`src/rtl/pool_relu_layer.sv`:
```
// ReLU + 2x2/stride-2 max/average pooling over CH parallel channels, raster order in and out.
// Latency 1 cycle from the (odd row, odd col) beat; no backpressure, in_valid may gap freely.
module pool_relu_layer #(
    parameter int CH    = 16,
    parameter int DW    = 8,
    parameter int IMG_W = 16,
    parameter int IMG_H = 16
) (
    input  logic                                                clk,
    input  logic                                                rst,
    input  logic                                                start,
    input  logic                                                pool_mode,
    input  logic                                                relu_en,
    input  logic                                                in_valid,
    input  logic [CH*DW-1:0]                                    d_in,
    output logic                                                out_valid,
    output logic [CH*DW-1:0]                                    d_out,
    output logic [((IMG_W/2 > 1) ? $clog2(IMG_W/2) : 1)-1:0]    out_col,
    output logic [((IMG_H/2 > 1) ? $clog2(IMG_H/2) : 1)-1:0]    out_row,
    output logic                                                busy,
    output logic                                                done
);

    localparam int HW  = IMG_W / 2;
    localparam int HH  = IMG_H / 2;
    localparam int CW  = (HW > 1) ? $clog2(HW) : 1;
    localparam int RW  = (HH > 1) ? $clog2(HH) : 1;
    localparam int CBW = $clog2(IMG_W);
    localparam int RBW = $clog2(IMG_H);
    localparam logic signed [DW+1:0] RND = 2;

    if ((IMG_W % 2) != 0 || (IMG_H % 2) != 0 || IMG_W < 2 || IMG_H < 2) begin : g_bad_dims
        $error("pool_relu_layer: IMG_W and IMG_H must be even and at least 2");
    end

    typedef enum logic {ST_IDLE = 1'b0, ST_RUN = 1'b1} state_t;

    state_t              state_q, state_d;
    logic [CBW-1:0]      col_q, col_d;
    logic [RBW-1:0]      row_q, row_d;
    logic                mode_q, relu_q;
    logic signed [DW-1:0] hold_q [CH];
    logic signed [DW:0]  lbuf_q [HW][CH];

    logic                out_valid_q, done_q;
    logic [CH*DW-1:0]    d_out_q;
    logic [CW-1:0]       out_col_q;
    logic [RW-1:0]       out_row_q;

    logic                acc, col_odd, row_odd, last_col, last_row;
    logic [CW-1:0]       lidx;
    logic [RW-1:0]       ridx;

    logic signed [DW-1:0] d_c  [CH];
    logic signed [DW-1:0] x_c  [CH];
    logic signed [DW:0]   hw_c [CH];
    logic signed [DW:0]   xw_c [CH];
    logic signed [DW:0]   p_c  [CH];
    logic signed [DW+1:0] bw_c [CH];
    logic signed [DW+1:0] pw_c [CH];
    logic signed [DW+1:0] r_c  [CH];
    logic signed [DW+1:0] a_c  [CH];
    logic [CH*DW-1:0]     res_d;

    always_ff @(posedge clk) begin
        if (rst) begin
            state_q <= ST_IDLE;
        end else begin
            state_q <= state_d;
        end
    end

    // A start in RUN restarts the frame; done_q marks the final output cycle.
    always_comb begin
        state_d = state_q;
        case (state_q)
            ST_IDLE: if (start) state_d = ST_RUN;
            ST_RUN:  if (!start && done_q) state_d = ST_IDLE;
            default: state_d = ST_IDLE;
        endcase
    end

    always_comb begin
        busy = (state_q == ST_RUN);
    end

    always_comb begin
        acc      = (state_q == ST_RUN) && !start && in_valid && !done_q;
        col_odd  = col_q[0];
        row_odd  = row_q[0];
        last_col = (col_q == CBW'(IMG_W - 1));
        last_row = (row_q == RBW'(IMG_H - 1));
        lidx     = CW'(col_q >> 1);
        ridx     = RW'(row_q >> 1);
    end

    always_comb begin
        col_d = col_q;
        row_d = row_q;
        if (start) begin
            col_d = '0;
            row_d = '0;
        end else if (acc) begin
            if (last_col) begin
                col_d = '0;
                row_d = last_row ? '0 : row_q + 1'b1;
            end else begin
                col_d = col_q + 1'b1;
            end
        end
    end

    // Horizontal pair pooled at DW+1 bits, vertical pair at DW+2 so average sums never wrap.
    always_comb begin
        res_d = '0;
        for (int c = 0; c < CH; c++) begin
            d_c[c]  = $signed(d_in[c*DW +: DW]);
            x_c[c]  = (relu_q && d_c[c][DW-1]) ? '0 : d_c[c];
            hw_c[c] = hold_q[c];
            xw_c[c] = x_c[c];
            p_c[c]  = mode_q ? (hw_c[c] + xw_c[c])
                             : ((hw_c[c] > xw_c[c]) ? hw_c[c] : xw_c[c]);
            bw_c[c] = lbuf_q[lidx][c];
            pw_c[c] = p_c[c];
            r_c[c]  = mode_q ? (bw_c[c] + pw_c[c])
                             : ((bw_c[c] > pw_c[c]) ? bw_c[c] : pw_c[c]);
            a_c[c]  = (r_c[c] + RND) >>> 2;
            res_d[c*DW +: DW] = mode_q ? DW'(a_c[c]) : DW'(r_c[c]);
        end
    end

    always_ff @(posedge clk) begin
        if (rst) begin
            col_q       <= '0;
            row_q       <= '0;
            mode_q      <= 1'b0;
            relu_q      <= 1'b0;
            out_valid_q <= 1'b0;
            done_q      <= 1'b0;
            d_out_q     <= '0;
            out_col_q   <= '0;
            out_row_q   <= '0;
            for (int c = 0; c < CH; c++) begin
                hold_q[c] <= '0;
            end
        end else begin
            col_q       <= col_d;
            row_q       <= row_d;
            out_valid_q <= acc && col_odd && row_odd;
            done_q      <= acc && last_col && last_row;
            if (start) begin
                mode_q <= pool_mode;
                relu_q <= relu_en;
            end
            if (acc && col_odd && row_odd) begin
                d_out_q   <= res_d;
                out_col_q <= lidx;
                out_row_q <= ridx;
            end
            for (int c = 0; c < CH; c++) begin
                if (acc && !col_odd) hold_q[c] <= x_c[c];
            end
        end
    end

    // Line buffer holds even-row pairs; every entry is rewritten before the odd row reads it.
    always_ff @(posedge clk) begin
        if (acc && col_odd && !row_odd) begin
            for (int c = 0; c < CH; c++) begin
                lbuf_q[lidx][c] <= p_c[c];
            end
        end
    end

    assign out_valid = out_valid_q;
    assign d_out     = d_out_q;
    assign out_col   = out_col_q;
    assign out_row   = out_row_q;
    assign done      = done_q;

endmodule
```
`config.mk`:
```
export PLATFORM = sky130hd
export DESIGN_NAME = pool_relu_layer
export DESIGN_NICKNAME = d
export VERILOG_FILES = /design/src/rtl/pool_relu_layer.sv
export SDC_FILE = /design/constraint.sdc
export NUM_CORES = 2
export LEC_CHECK = 0
export CORE_UTILIZATION = 40
export DETAILED_ROUTE_END_ITERATION = 10
export SYNTH_ARGS = -nofsm -noshare
export SYNTH_HDL_FRONTEND = slang
export SYNTH_SLANG_ARGS = --single-unit
```
`constraint.sdc`:
```
create_clock -name clk -period 19.1 [get_ports clk]
set_clock_uncertainty 0.2 [all_clocks]
set_input_delay 2.865 -clock clk [delete_from_list [all_inputs] [get_ports clk]]
set_output_delay 2.865 -clock clk [all_outputs]
set_load 0.005 [all_outputs]
```
# Word-level counts from Yosys, hierarchy flattened
# Memories as Yosys holds them, arrays and structs flattened. A register that Yosys moved wholly into a read port is not among the register bits.
# Cells that the tools add are included.
totals:
  reg_bits: 147
  ramBits: 1280
  input_bits: 134
  output_inout_bits: 137
  elab_cells: 271
  n_memories: 2
op_classes:
  addsub: 50
  magnitude_cmp: 32
  eq_ne: 2
  mux: 126
  n_bitwise: 17
  reduce_logical: 32
memory_table:
  columns: ["memory", "depth", "word_bits", "read_ports", "rd_ports_with_merged_regs", "wr", "line", "text"]
  rows:
  - ["lbuf_q", 8, 144, 1, 1, 1, "43", "logic signed [DW:0] lbuf_q [HW][CH];"]
  - ["hold_q", 16, 8, 16, 0, 16, "42", "logic signed [DW-1:0] hold_q [CH];"]
op_table:
  columns: ["operator", "count"]
  rows:
  - ["$mux 8", 48]
  - ["$mux 10", 32]
  - ["$mux 9", 32]
  - ["$add 10x3->10 const B", 16]
  - ["$add 9x9->10", 16]
  - ["$add 8x8->9", 16]
  - ["$gt 9x9->1", 16]
  - ["$gt 8x8->1", 16]
  - ["$logic_and 1x1->1", 26]
  - ["$or 1x1->1", 16]
  - ["$mux 1", 9]
  - ["$add 4x1->4 const B", 2]
  - ["$eq 4x4->1 const B", 2]
  - ["$mux 4", 2]
  - ["$mux 3", 2]
  - ["$logic_not 1->1", 4]
  - ["$pmux 1 s2", 1]
  - ["$reduce_and 2->1", 1]
  - ["$reduce_or 2->1", 1]
  - ["$not 1->1", 1]

# Longest topological paths before layout
logic_depth:
  ltp_word: 10
  ltp_mapped: 32
  ltp_nobuf: 29

# Worst setup path before layout
# Ideal clock, no wire load.
synth_timing:
  kind: "input-to-reg"
  from: "in start"
  to: "mem lbuf_q[0][0] in the netlist's numbering (enable)"
  setup_time_ns: 0.824
  t_arrival_ns: 13.481
  required_ns: 18.076
  setup_slack_ns: 4.595
  stages: 5
  path_buffers: 1
  path_cell_list: "clkbuf_1 -> nor2_1 -> nand2_1 -> or3_1 -> nor3_1"
synth_via:
  elab_chain_len: 8
synth_rtl:
  columns: ["item", "line", "text"]
  rows:
  - ["start, declared", "11", "input logic start,"]
  - ["$logic_not 1->1", "88", "acc = (state_q == ST_RUN) && !start && in_valid && !done_q;"]
  - ["$logic_and 1x1->1 (3 in a row)", "88", null]
  - ["$logic_and 1x1->1 (2 in a row)", "168", "if (acc && col_odd && !row_odd) begin"]
  - ["$mux 1", "168", null]
  - ["$mux 1 (implied by the code)", "170", "lbuf_q[lidx][c] <= p_c[c];"]
  - ["end, declared", "43", null]
# No other way between the ends.

==> reports/qor.yml <==
dp_hpwl_mm: 150
reg2reg_from: "relu_q"
grt_pass1_vias: 53751
grt_pass1_wl_mm: 340
drt_iter0_markers: 4445
status: "completed"
synth_cells: 6556
worstMarginPinSlew_ps: 1190
hp-class: "reg2reg"
grt.total_usage: 0.219
leakagePower_nw: 33.4
io_buffer_count: 270
rr_worst_depth: 24
grt-busiest-layer: "met2"
fin_tns_setup_ps: 0
die_w_um: 452
drc_errors: 0
crit_fanout: 13
synthesis.area_um2: 80900
critical_path_required_ps: 19540
start_util: 0.404
holdPathEnd: "d_out[64]"
dieArea_um2: 204000
hold_viol: 0
cts.hold.buffers_added: 0
drt-total-wl_mm: 226
nNetsFinal: 7553
crit_arrival_ps: 9360
antenna_found_initial: 12
cp_common_cell: "nor2_1"
r2r-end: "d_out[55]"
async_reset_ff_frac: 0
synth_warnings: 0
clkLatencyLatePin_ps: 800
row_count: 164
ant_nets: 0
post-route-period-util: 0.467
layout-drive-gt1-share: 0.131
drv_cap: 0
globalRouteMet2Util: 0.373
synth_seq_cells: 1430
cp-end-kind: "flip-flop"
path_clk_slew_ps: 60
routed_via_density: 5.61
first_pass_iters: 7
peakVddDrop_mv: 0.103
vias: 53832
cts_inserted_buffers: 159
cts_sinks: 1430
slowest_stage: "a2111oi_0"
cpPeakStageDelay_ps: 670
grt_max_degree: 107
cp-start-kind: "input pin"
ys_seq_area_frac: 0.512
hold_path_startpoint: "d_out[64]"
htree_levels: 4
synth_edf_count: 1280
clock_path_buffers: 3
slew_headroom: 0.209
fp.dieH_um: 452
min_delay_path_depth: 2
cts_tree: "built"
fin_crit_ps: 8910
cts_root_buf: "clkbuf_16"
coreArea_um2: 200000
power_density_nw_per_um2: 90.7
critPathKind: "in2reg"
drv_slew: 0
setup_violations: 0
grt_setup_unrepaired: "no"
grt-ovfl-total: 0
syn-num-nets: 7306
stdcell_area_um2: 91700
placed_area_um2: 86400
clock.fmax_mhz: 112
cts_resized: 0
routedWlPerCell_um: 23.6
cts_setup_buffers: 0
synth_flop_cell: "edfxtp_1"
synth.avg_cell_area_um2: 12.3
use_met1: 0.288
synth_cell_types: 110
io_pins: 271
gp_congestion: 0.905
grt_use_met3: 0.0278
syn_to_final_growth_pct: 13.3
r2r_slack_ps: 11530
==> state kept, by name, summed over array words and instances, names as in the netlist, named ones only <==
name / count
relu_q: 1
mode_q: 1
out_col: 3
col_q: 4
lbuf_q: 1152
out_valid: 1
busy: 1
done: 1
hold_q: 128
row_q: 4
out_row: 3
d_out: 128
==> where the power goes <==
| part | switching (mW) | internal [mW] |
|---|---|---|
| sequential | 0.0209 | 3.54 |
| combinational | 1.06 | 0.607 |
| clock | 1.30 | 1.79 |
==> final cells by class <==
cell class                 instances  area [um2]
antenna                            8        20.0
clock buffer                     191        4230
clock inverter                   102         995
fill                           18073      109000
inverter                         451        1700
multi-input combinational       4415       36600
sequential                      1430       41500
tap                             2656        3320
timing repair buffer             346        3370
==> worst max-delay path by stage <==
| stage | from | slack, ps | endpoint | depth (start not counted) |
|---|---|---|---|---|
| after global routing | d_in[39] | 9690 | d_out[37] | 30 |
| final | d_in[39] | 10190 | d_out[37] | 30 |
| after detailed placement | d_in[39] | 9540 | d_out[37] | 30 |
| after global placement | d_in[39] | 9640 | d_out[37] | 30 |
| after CTS | d_in[39] | 10370 | d_out[37] | 30 |
| after floorplan | start | 4590 | lbuf_q[0][0] | 5 |
==> per-stage QoR <==
stage	worst slack (ps)	hold WS [ps]	std cells	power (mW)	util
floorplan	4590	249	6556	4.84	-
global placement	9640	245	9298	5.24	0.432
detailed placement	9540	249	9298	5.27	0.432
CTS	10370	264	9591	8.36	0.458
global route	9690	288	9592	8.66	0.458
finish	10190	262	9599	8.32	0.458
==> critical path, delay by kind of cell <==
kind / cells / cell delay, ps
AND/OR/NAND/NOR: 13 / 1550
XOR/XNOR: 2 / 280
adder cells (fa/ha/maj): 4 / 1220
buffers and inverters: 1 / 480
multiplexers: 1 / 290
AO/OA/AOI/OAI: 9 / 2680
==> routing by layer <==
layer	routed length (um)	share of wire	vias up
li1	-	-	25055
met1	97600	0.43	27051
met2	110000	0.49	1393
met3	10600	0.047	329
met4	7950	0.035	4
met5	27	0.00012	-
==> logic make-up after synthesis <==
| logic type | after synthesis | synth area share |
|---|---|---|
| AND/OR/NAND/NOR | 1662 | 0.0949 |
| multiplexers | 600 | 0.121 |
| flip-flops | 1430 | 0.512 |
| buffers and inverters | 711 | 0.0371 |
| XOR/XNOR | 288 | 0.0312 |
| adder cells (fa/ha/maj) | 616 | 0.0982 |
| AO/OA/AOI/OAI | 1249 | 0.105 |
==> Yosys cell counts, drive strengths merged, types with 26 or more instances <==
| master | count | area, um2 |
|---|---|---|
| edfxtp | 1280 | 38400 |
| ha | 584 | 7310 |
| nor2 | 571 | 2150 |
| nand2 | 466 | 1750 |
| inv | 450 | 1690 |
| a21oi | 342 | 1720 |
| mux4 | 288 | 6490 |
| o21ai | 233 | 1180 |
| xnor2 | 195 | 1710 |
| mux2 | 172 | 1940 |
| dfxtp | 150 | 3000 |
| clkbuf | 140 | 528 |
| mux2i | 140 | 1400 |
| nor3 | 129 | 646 |
| buf | 120 | 783 |
| nand3 | 102 | 510 |
| xor2 | 93 | 815 |
| nand2b | 80 | 500 |
| a211oi | 69 | 523 |
| o21bai | 63 | 473 |
| nor2b | 57 | 357 |
| o211ai | 52 | 395 |
| a21o | 51 | 383 |
| nand4 | 51 | 332 |
| and2 | 48 | 300 |
| and3 | 39 | 249 |
| o21a | 38 | 285 |
| a31oi | 34 | 213 |
| fa | 32 | 641 |
| a2111oi | 31 | 299 |
| o31ai | 31 | 256 |
| a311oi | 27 | 243 |
| or3 | 26 | 163 |
==> layout by cell type (no fill, tap or decap), drive strengths merged, types with 77 or more instances in the layout <==
| master | instances |
|---|---|
| edfxtp | 1280 |
| ha | 584 |
| nor2 | 571 |
| nand2 | 466 |
| inv | 464 |
| a21oi | 342 |
| mux4 | 288 |
| clkdlybuf4s50 | 269 |
| o21ai | 233 |
| xnor2 | 195 |
| clkbuf | 191 |
| mux2 | 172 |
| dfxtp | 150 |
| mux2i | 140 |
| nor3 | 129 |
| nand3 | 102 |
| xor2 | 93 |
| nand2b | 80 |
| buf | 77 |
Power figures use the tool's default switching activity.
